**src/rtl/min_stream_sel.sv**
```systemverilog
// Streaming minimum selector: tracks the smallest-distance candidate of each frame
// and holds {d, index, payload, count} until the downstream stage accepts it.
module min_stream_sel #(
    parameter int unsigned D_W      = 11,
    parameter int unsigned W_W      = 24,
    parameter int unsigned N        = 8,
    parameter int unsigned IDX_W    = $clog2(N),
    parameter int unsigned CNT_W    = $clog2(N + 1),
    parameter int unsigned TIE_HIGH = 1
) (
    input  logic             clk,
    input  logic             rst,
    input  logic             in_valid,
    output logic             in_ready,
    input  logic [D_W-1:0]   d_in,
    input  logic [W_W-1:0]   w_in,
    input  logic             in_last,
    output logic             out_valid,
    input  logic             out_ready,
    output logic [D_W-1:0]   d_min,
    output logic [IDX_W-1:0] d_min_index,
    output logic [W_W-1:0]   w_min,
    output logic [CNT_W-1:0] out_cnt
);

    localparam logic [0:0] ST_ACC  = 1'b0;
    localparam logic [0:0] ST_HOLD = 1'b1;
    localparam logic [IDX_W-1:0] LAST_IDX = IDX_W'(N - 1);

    logic [0:0]       state_q, state_d;
    logic [IDX_W-1:0] cnt_q, cnt_d;
    logic [D_W-1:0]   best_d_q, best_d_d;
    logic [W_W-1:0]   best_w_q, best_w_d;
    logic [IDX_W-1:0] best_i_q, best_i_d;

    logic             in_ready_d;
    logic             out_valid_d;
    logic [D_W-1:0]   d_min_d;
    logic [IDX_W-1:0] d_min_index_d;
    logic [W_W-1:0]   w_min_d;
    logic [CNT_W-1:0] out_cnt_d;

    logic             accept;
    logic             take;
    logic             frame_end;
    logic [D_W-1:0]   win_d;
    logic [W_W-1:0]   win_w;
    logic [IDX_W-1:0] win_i;

    // Winner including the current beat; index 0 always seeds the running best.
    always_comb begin
        accept    = in_valid & in_ready;
        take      = (cnt_q == '0) || (d_in < best_d_q) ||
                    ((TIE_HIGH != 0) && (d_in == best_d_q));
        win_d     = take ? d_in  : best_d_q;
        win_w     = take ? w_in  : best_w_q;
        win_i     = take ? cnt_q : best_i_q;
        frame_end = accept && (in_last || (cnt_q == LAST_IDX));
    end

    // Next-state and registered-output logic
    always_comb begin
        state_d       = state_q;
        cnt_d         = cnt_q;
        best_d_d      = best_d_q;
        best_w_d      = best_w_q;
        best_i_d      = best_i_q;
        in_ready_d    = in_ready;
        out_valid_d   = out_valid;
        d_min_d       = d_min;
        d_min_index_d = d_min_index;
        w_min_d       = w_min;
        out_cnt_d     = out_cnt;

        case (state_q)
            ST_ACC: begin
                if (accept) begin
                    best_d_d = win_d;
                    best_w_d = win_w;
                    best_i_d = win_i;
                    if (frame_end) begin
                        state_d       = ST_HOLD;
                        cnt_d         = '0;
                        in_ready_d    = 1'b0;
                        out_valid_d   = 1'b1;
                        d_min_d       = win_d;
                        d_min_index_d = win_i;
                        w_min_d       = win_w;
                        out_cnt_d     = CNT_W'(cnt_q) + CNT_W'(1);
                    end else begin
                        cnt_d = cnt_q + IDX_W'(1);
                    end
                end
            end
            ST_HOLD: begin
                // Hand-off cycle never overlaps a new accept.
                if (out_ready) begin
                    state_d     = ST_ACC;
                    in_ready_d  = 1'b1;
                    out_valid_d = 1'b0;
                end
            end
            default: begin
                state_d     = ST_ACC;
                cnt_d       = '0;
                in_ready_d  = 1'b1;
                out_valid_d = 1'b0;
            end
        endcase
    end

    always_ff @(posedge clk) begin
        if (rst) begin
            state_q     <= ST_ACC;
            cnt_q       <= '0;
            best_d_q    <= '0;
            best_w_q    <= '0;
            best_i_q    <= '0;
            in_ready    <= 1'b1;
            out_valid   <= 1'b0;
            d_min       <= '0;
            d_min_index <= '0;
            w_min       <= '0;
            out_cnt     <= '0;
        end else begin
            state_q     <= state_d;
            cnt_q       <= cnt_d;
            best_d_q    <= best_d_d;
            best_w_q    <= best_w_d;
            best_i_q    <= best_i_d;
            in_ready    <= in_ready_d;
            out_valid   <= out_valid_d;
            d_min       <= d_min_d;
            d_min_index <= d_min_index_d;
            w_min       <= w_min_d;
            out_cnt     <= out_cnt_d;
        end
    end

endmodule

```
**config.mk**
```make
export PLATFORM = sky130hd
export DESIGN_NAME = min_stream_sel
export DESIGN_NICKNAME = d
export VERILOG_FILES = /design/src/rtl/min_stream_sel.sv
export SDC_FILE = /design/constraint.sdc
export NUM_CORES = 1
export LEC_CHECK = 0
export CAP_MARGIN = 20
export CORE_MARGIN = 2
export CORE_UTILIZATION = 47
export DETAILED_ROUTE_END_ITERATION = 12
export PLACE_DENSITY = 0.77
export SLEW_MARGIN = 20
export SYNTH_ARGS = -nofsm -noshare
export SYNTH_HDL_FRONTEND = slang
export SYNTH_SLANG_ARGS = --single-unit
```
**constraint.sdc**
```tcl
create_clock -name clk -period 2 [get_ports clk]
set_clock_uncertainty 0.05 [all_clocks]
set_input_delay 0.3 -clock clk [delete_from_list [all_inputs] [get_ports clk]]
set_output_delay 0.3 -clock clk [all_outputs]
set_load 0.005 [all_outputs]
```
# == Word-level counts from Yosys, hierarchy flattened ==
# Index checks and enable logic that the tools add are counted.
# word_totals
reg_bits,86
word_cells,45
input_bits,40
out_inout_bits,44
# classes
n_eq_ne,5
n_addsub,2
muxes,16
n_lt_le_gt_ge,1
n_bitwise,2
reduce_logical,8
# ops
operator,count
$mux 24,1
$eq 11x11->1,1
$lt 11x11->1,1
$mux 11,1
$mux 1,9
$mux 3,2
$ne 2x2->1 const B,3
$pmux 1 s2,3
$reduce_and 3->1,2
$add 3x1->4 const B,1
$add 3x1->3 const B,1
$eq 3x3->1 const B,1
$logic_not 3->1,1
$logic_or 1x1->1,3
$reduce_and 2->1,1
$and 1x1->1,1
$logic_and 1x1->1,1
$not 1->1,1

# == Logic depth before layout (Yosys ltp) ==
# logic_depth
depth_word,6
depth_mapped,10
ltp_nobuf,7

# == Least setup slack after synthesis ==
# No wires, ideal clock.
# synth_path
path_kind,register to register
startpoint,reg best_d_q[8]
endpoint,reg best_w_q[10]
path_buffers,2
path_stages_with_launch,10
synth_period_minus_slack_ps,2092
slack_ps,-92
t_required_ps,1878
setup_ps,72
arrival_ps,1971
path_cell_list,dfxtp_1 -> inv_1 -> ha_1 -> a211oi_1 -> nor2_1 -> a2111o_1 -> a21oi_2 -> buf_6 -> buf_8 -> mux2i_1
# synth_via
elab_chain_cells,4
elab_cells_between_ends,5
classes_between,order compare (1); eq/ne (1); mux (1); reduce/logical (2)
# synth_lines
element,line,source
"start, declared",32,"logic [D_W-1:0] best_d_q, best_d_d;"
"start signal, assigned",128,best_d_q <= best_d_d;
$lt 11x11->1,53,take = (cnt_q == '0) || (d_in < best_d_q) ||
$logic_or 1x1->1,53,
$logic_or 1x1->1 *,53,
$mux 24 *,56,win_w = take ? w_in : best_w_q;
"end signal, assigned",129,best_w_q <= best_w_d;
"end, declared",33,"logic [W_W-1:0] best_w_q, best_w_d;"
# Every way passes the cells marked *; elsewhere a longest branch is shown, timed or not.
# A chain may end at the register's enable or synchronous reset.

# == Worst setup path in the final report ==
# layout_path
startpoint,reg best_d_q[6]
endpoint,reg best_w_q[13]
# The elaborated chain is that of the path after synthesis.

==> results.py <==
metrics = {
    "layout": {
        "final_common_cell": "nand2_1",
        "area_delta_synth_final_pct": 43.6,
        "n_antenna_cell": 0,
        "nNetsFinal": 641,
        "drive_gt1_share_pct": 24.5,
        "layout_common_cells": "nand2_1 (83), nand2b_1 (78), dfxtp_1 (76), clkdlybuf4s50_1 (72), nand4_1 (41)",
    },
    "timing": {
        "min_period_ns": 2.26,
        "slew_violations": 0,
        "tns_ns": -13.42,
        "relSlewSlack_pct": 61.1,
        "tightest_slew_ns": 0.581,
        "fmax_mhz": 442,
        "hold_viol": 0,
        "period_share_pct": 113,
        "finalSetupViolCount": 76,
        "rsz0062_at_grt": "yes",
        "worst_slack_ns": -0.262,
    },
    "yosys": {
        "synth_cell_types": 33,
        "syn_inst": 469,
        "ys_seq_area_share_pct": 40.0,
        "synth_ff_type": "dfxtp_1",
        "synth_top_area_share_pct": 40.0,
        "syn-mean-instance-area_um2": 9.18,
        "synth_nets": 523,
        "synth_top_area_cell": "dfxtp_1",
        "synthTopCellsByArea": "dfxtp_1 (40%), nand2b_1 (11%), mux2i_1 (9.1%)",
        "synthArstFlopShare_pct": 0,
        "syn_area_um2": 4300,
        "yosysWarnings": 0,
        "ys_ff_latch": 86,
        "synth_edf_count": 0,
    },
    "worst_setup_path": {
        "crit_required_ns": 2.24,
        "cp_max_fo": 4,
        "crit_path_max_incr_delay_ns": 0.48,
        "critPathSlowestCell": "a2111o_1",
        "crit_top_cell": "buf_6",
        "cp_cell_sequence": "inv_1, ha_4, a21oi_1, o21ai_1, a2111o_1, a21oi_4, buf_6, buf_6, buf_16, mux2i_1",
        "critPathCaptureType": "register",
        "crit_arrival_ns": 2.50,
        "criticalPathCategory": "reg -> reg",
        "crit_path_start_kind": "register",
    },
    "pwr": {
        "vdd_drop_max_mv": 0.427,
        "fin_total_pwr_w": 0.00431,
        "leakagePower_nw": 2.40,
        "cellPowerDensity_nw_per_um2": 697,
    },
    "place": {
        "port_buffers": 83,
        "dpl.hpwl_um": 6990,
        "gp_congestion": 0.780,
    },
    "drt": {
        "drtIter0Drc": 168,
        "wl_um": 12200,
        "avgViaCountPerCell": 5.47,
        "drt-wirelength-per-cell_um": 17.4,
        "ant_nets": 0,
        "drc": 0,
        "first_pass_iters": 4,
        "vias": 3828,
    },
    "cts": {
        "cts_made_buffers": 9,
        "clk_path_buf_depth": 2,
        "clock_sinks": 86,
        "cts_tree": "yes",
        "cts_max_level": 3,
        "clk_latency_ns": 0.36,
        "path_clk_slew_ns": 0.10,
        "ctsRootBufferMaster": "clkbuf_8",
        "cts_hold_buf": 0,
    },
    "die": {
        "die_w_um": 99.7,
        "coreArea_um2": 8810,
        "io_pins": 84,
        "die_area_um2": 9940,
        "rows": 34,
        "die-height_um": 99.7,
        "initial_core_util_pct": 48.9,
    },
    "run_status": {
        "violations": "setup timing",
        "status": "complete, but fails checks",
    },
    "hold_path": {
        "worstHoldPathType": "in -> reg",
    },
    "job": {
        "max_cap_violations": 0,
    },
    "grt": {
        "first_global_vias": 3719,
        "gr-total-overflow": 0,
        "grt.total_usage_pct": 22.9,
        "grt_pass1_wl_um": 18200,
        "grt_max_degree": 51,
        "antenna_found_initial": 0,
    },
}
==> per-stage QoR <==
step | cell area (µm²) | std cells | hold WS (ns) | setup WS (ns) | util, %
2_1_floorplan | 4330 | 469 | 0.349 | -0.0430 | -
3_3_place_gp | 5420 | 661 | 0.397 | -0.539 | 61.5
3_5_place_dp | 5420 | 661 | 0.403 | -0.605 | 61.5
4_1_cts | 5940 | 691 | 0.224 | -0.187 | 67.5
5_1_grt | 6180 | 700 | 0.249 | -0.347 | 70.2
6_report | 6180 | 700 | 0.229 | -0.262 | 70.2
==> worst paths after layout <==
| kind | slack, ns | start | depth (start not counted) | end |
|---|---|---|---|---|
| worst min register to register | 0.42 | d_min_index[0]$_SDFFE_PP0P_ | 2 | d_min_index[0]$_SDFFE_PP0P_ |
| worst max register to register | -0.26 | best_d_q[6]$_SDFFE_PP0P_ | 10 | best_w_q[13]$_SDFFE_PP0P_ |
| worst min-delay path | 0.23 | rst | 2 | out_cnt[3]$_SDFFE_PP0P_ |
| worst max-delay path | -0.26 | best_d_q[6]$_SDFFE_PP0P_ | 10 | best_w_q[13]$_SDFFE_PP0P_ |
==> where the power goes <==
| group | switching (W) | internal (W) | total, W | leakage (nW) |
|---|---|---|---|---|
| Sequential | 0.0000699 | 0.00184 | 0.00191 | 0.706 |
| Clock | 0.000658 | 0.000458 | 0.00112 | 0.0751 |
| Combinational | 0.000591 | 0.000695 | 0.00129 | 1.62 |
==> registers in the layout, summed over array words and instances (netlist names) <==
name,cells
best_i_q,3
in_ready,1
d_min_index,3
out_valid,1
state_q,1
best_d_q,11
out_cnt,4
w_min,24
best_w_q,24
cnt_q,3
d_min,11
==> worst max-delay path, delay by kind of cell (launching register included) <==
kind	cells	cell delay, ns
compound gates	4	0.91
fa+ha+maj	1	0.21
buf+inv	4	0.46
flops	1	0.32
mux	1	0.22
==> routing by layer <==
| metal | vias to the layer above | GRT usage (%) | share of wire (%) | wire length, µm |
|---|---|---|---|---|
| met5 | - | 0 | 0 | 0 |
| met4 | 0 | 9.17 | 2.6 | 323 |
| met3 | 22 | 2.88 | 4.5 | 550 |
| met2 | 100 | 38.5 | 49 | 5960 |
| met1 | 1849 | 29.8 | 44 | 5370 |
| li1 | 1857 | - | - | - |
==> synth_stat cells, types with 2 or more instances <==
master	instances
ha_1	14
and2_1	2
dfxtp_1	86
buf_1	3
nor3_1	2
o211ai_1	8
buf_2	7
o211ai_2	30
nand2b_1	78
nand2_1	83
a21oi_1	10
clkbuf_1	19
mux2i_1	39
nand4_1	41
buf_12	2
inv_1	14
a211oi_1	3
nor2_1	9
buf_6	5
==> kinds of logic (layout without fill, tap and decap cells) <==
group | Yosys count | in the layout | synth area share (%)
simple gates | 220 | 221 | 27.0
fa+ha+maj | 14 | 14 | 4.07
buf+inv | 52 | 174 | 6.71
compound gates | 57 | 57 | 12.9
xor+xnor | 1 | 1 | 0.204
flops | 86 | 86 | 40.0
mux | 39 | 39 | 9.07
==> repair_timing <==
item,4_1_cts,5_1_grt
pin swaps,14,50
endpoints found under the setup margin,76,76
cloned,5,6
buffers inserted,10,4
gates resized for setup,54,14
==> layout make-up <==
| cell class | count | area (µm²) |
|---|---|---|
| Tap cell | 108 | 135 |
| Sequential cell | 86 | 1730 |
| Inverter | 14 | 52.6 |
| Clock inverter | 6 | 47.5 |
| Multi-Input combinational cell | 332 | 2480 |
| Timing Repair Buffer | 144 | 1600 |
| Fill cell | 634 | 2630 |
| Clock buffer | 10 | 128 |
Note: power is estimated with default switching activity, not from simulation.
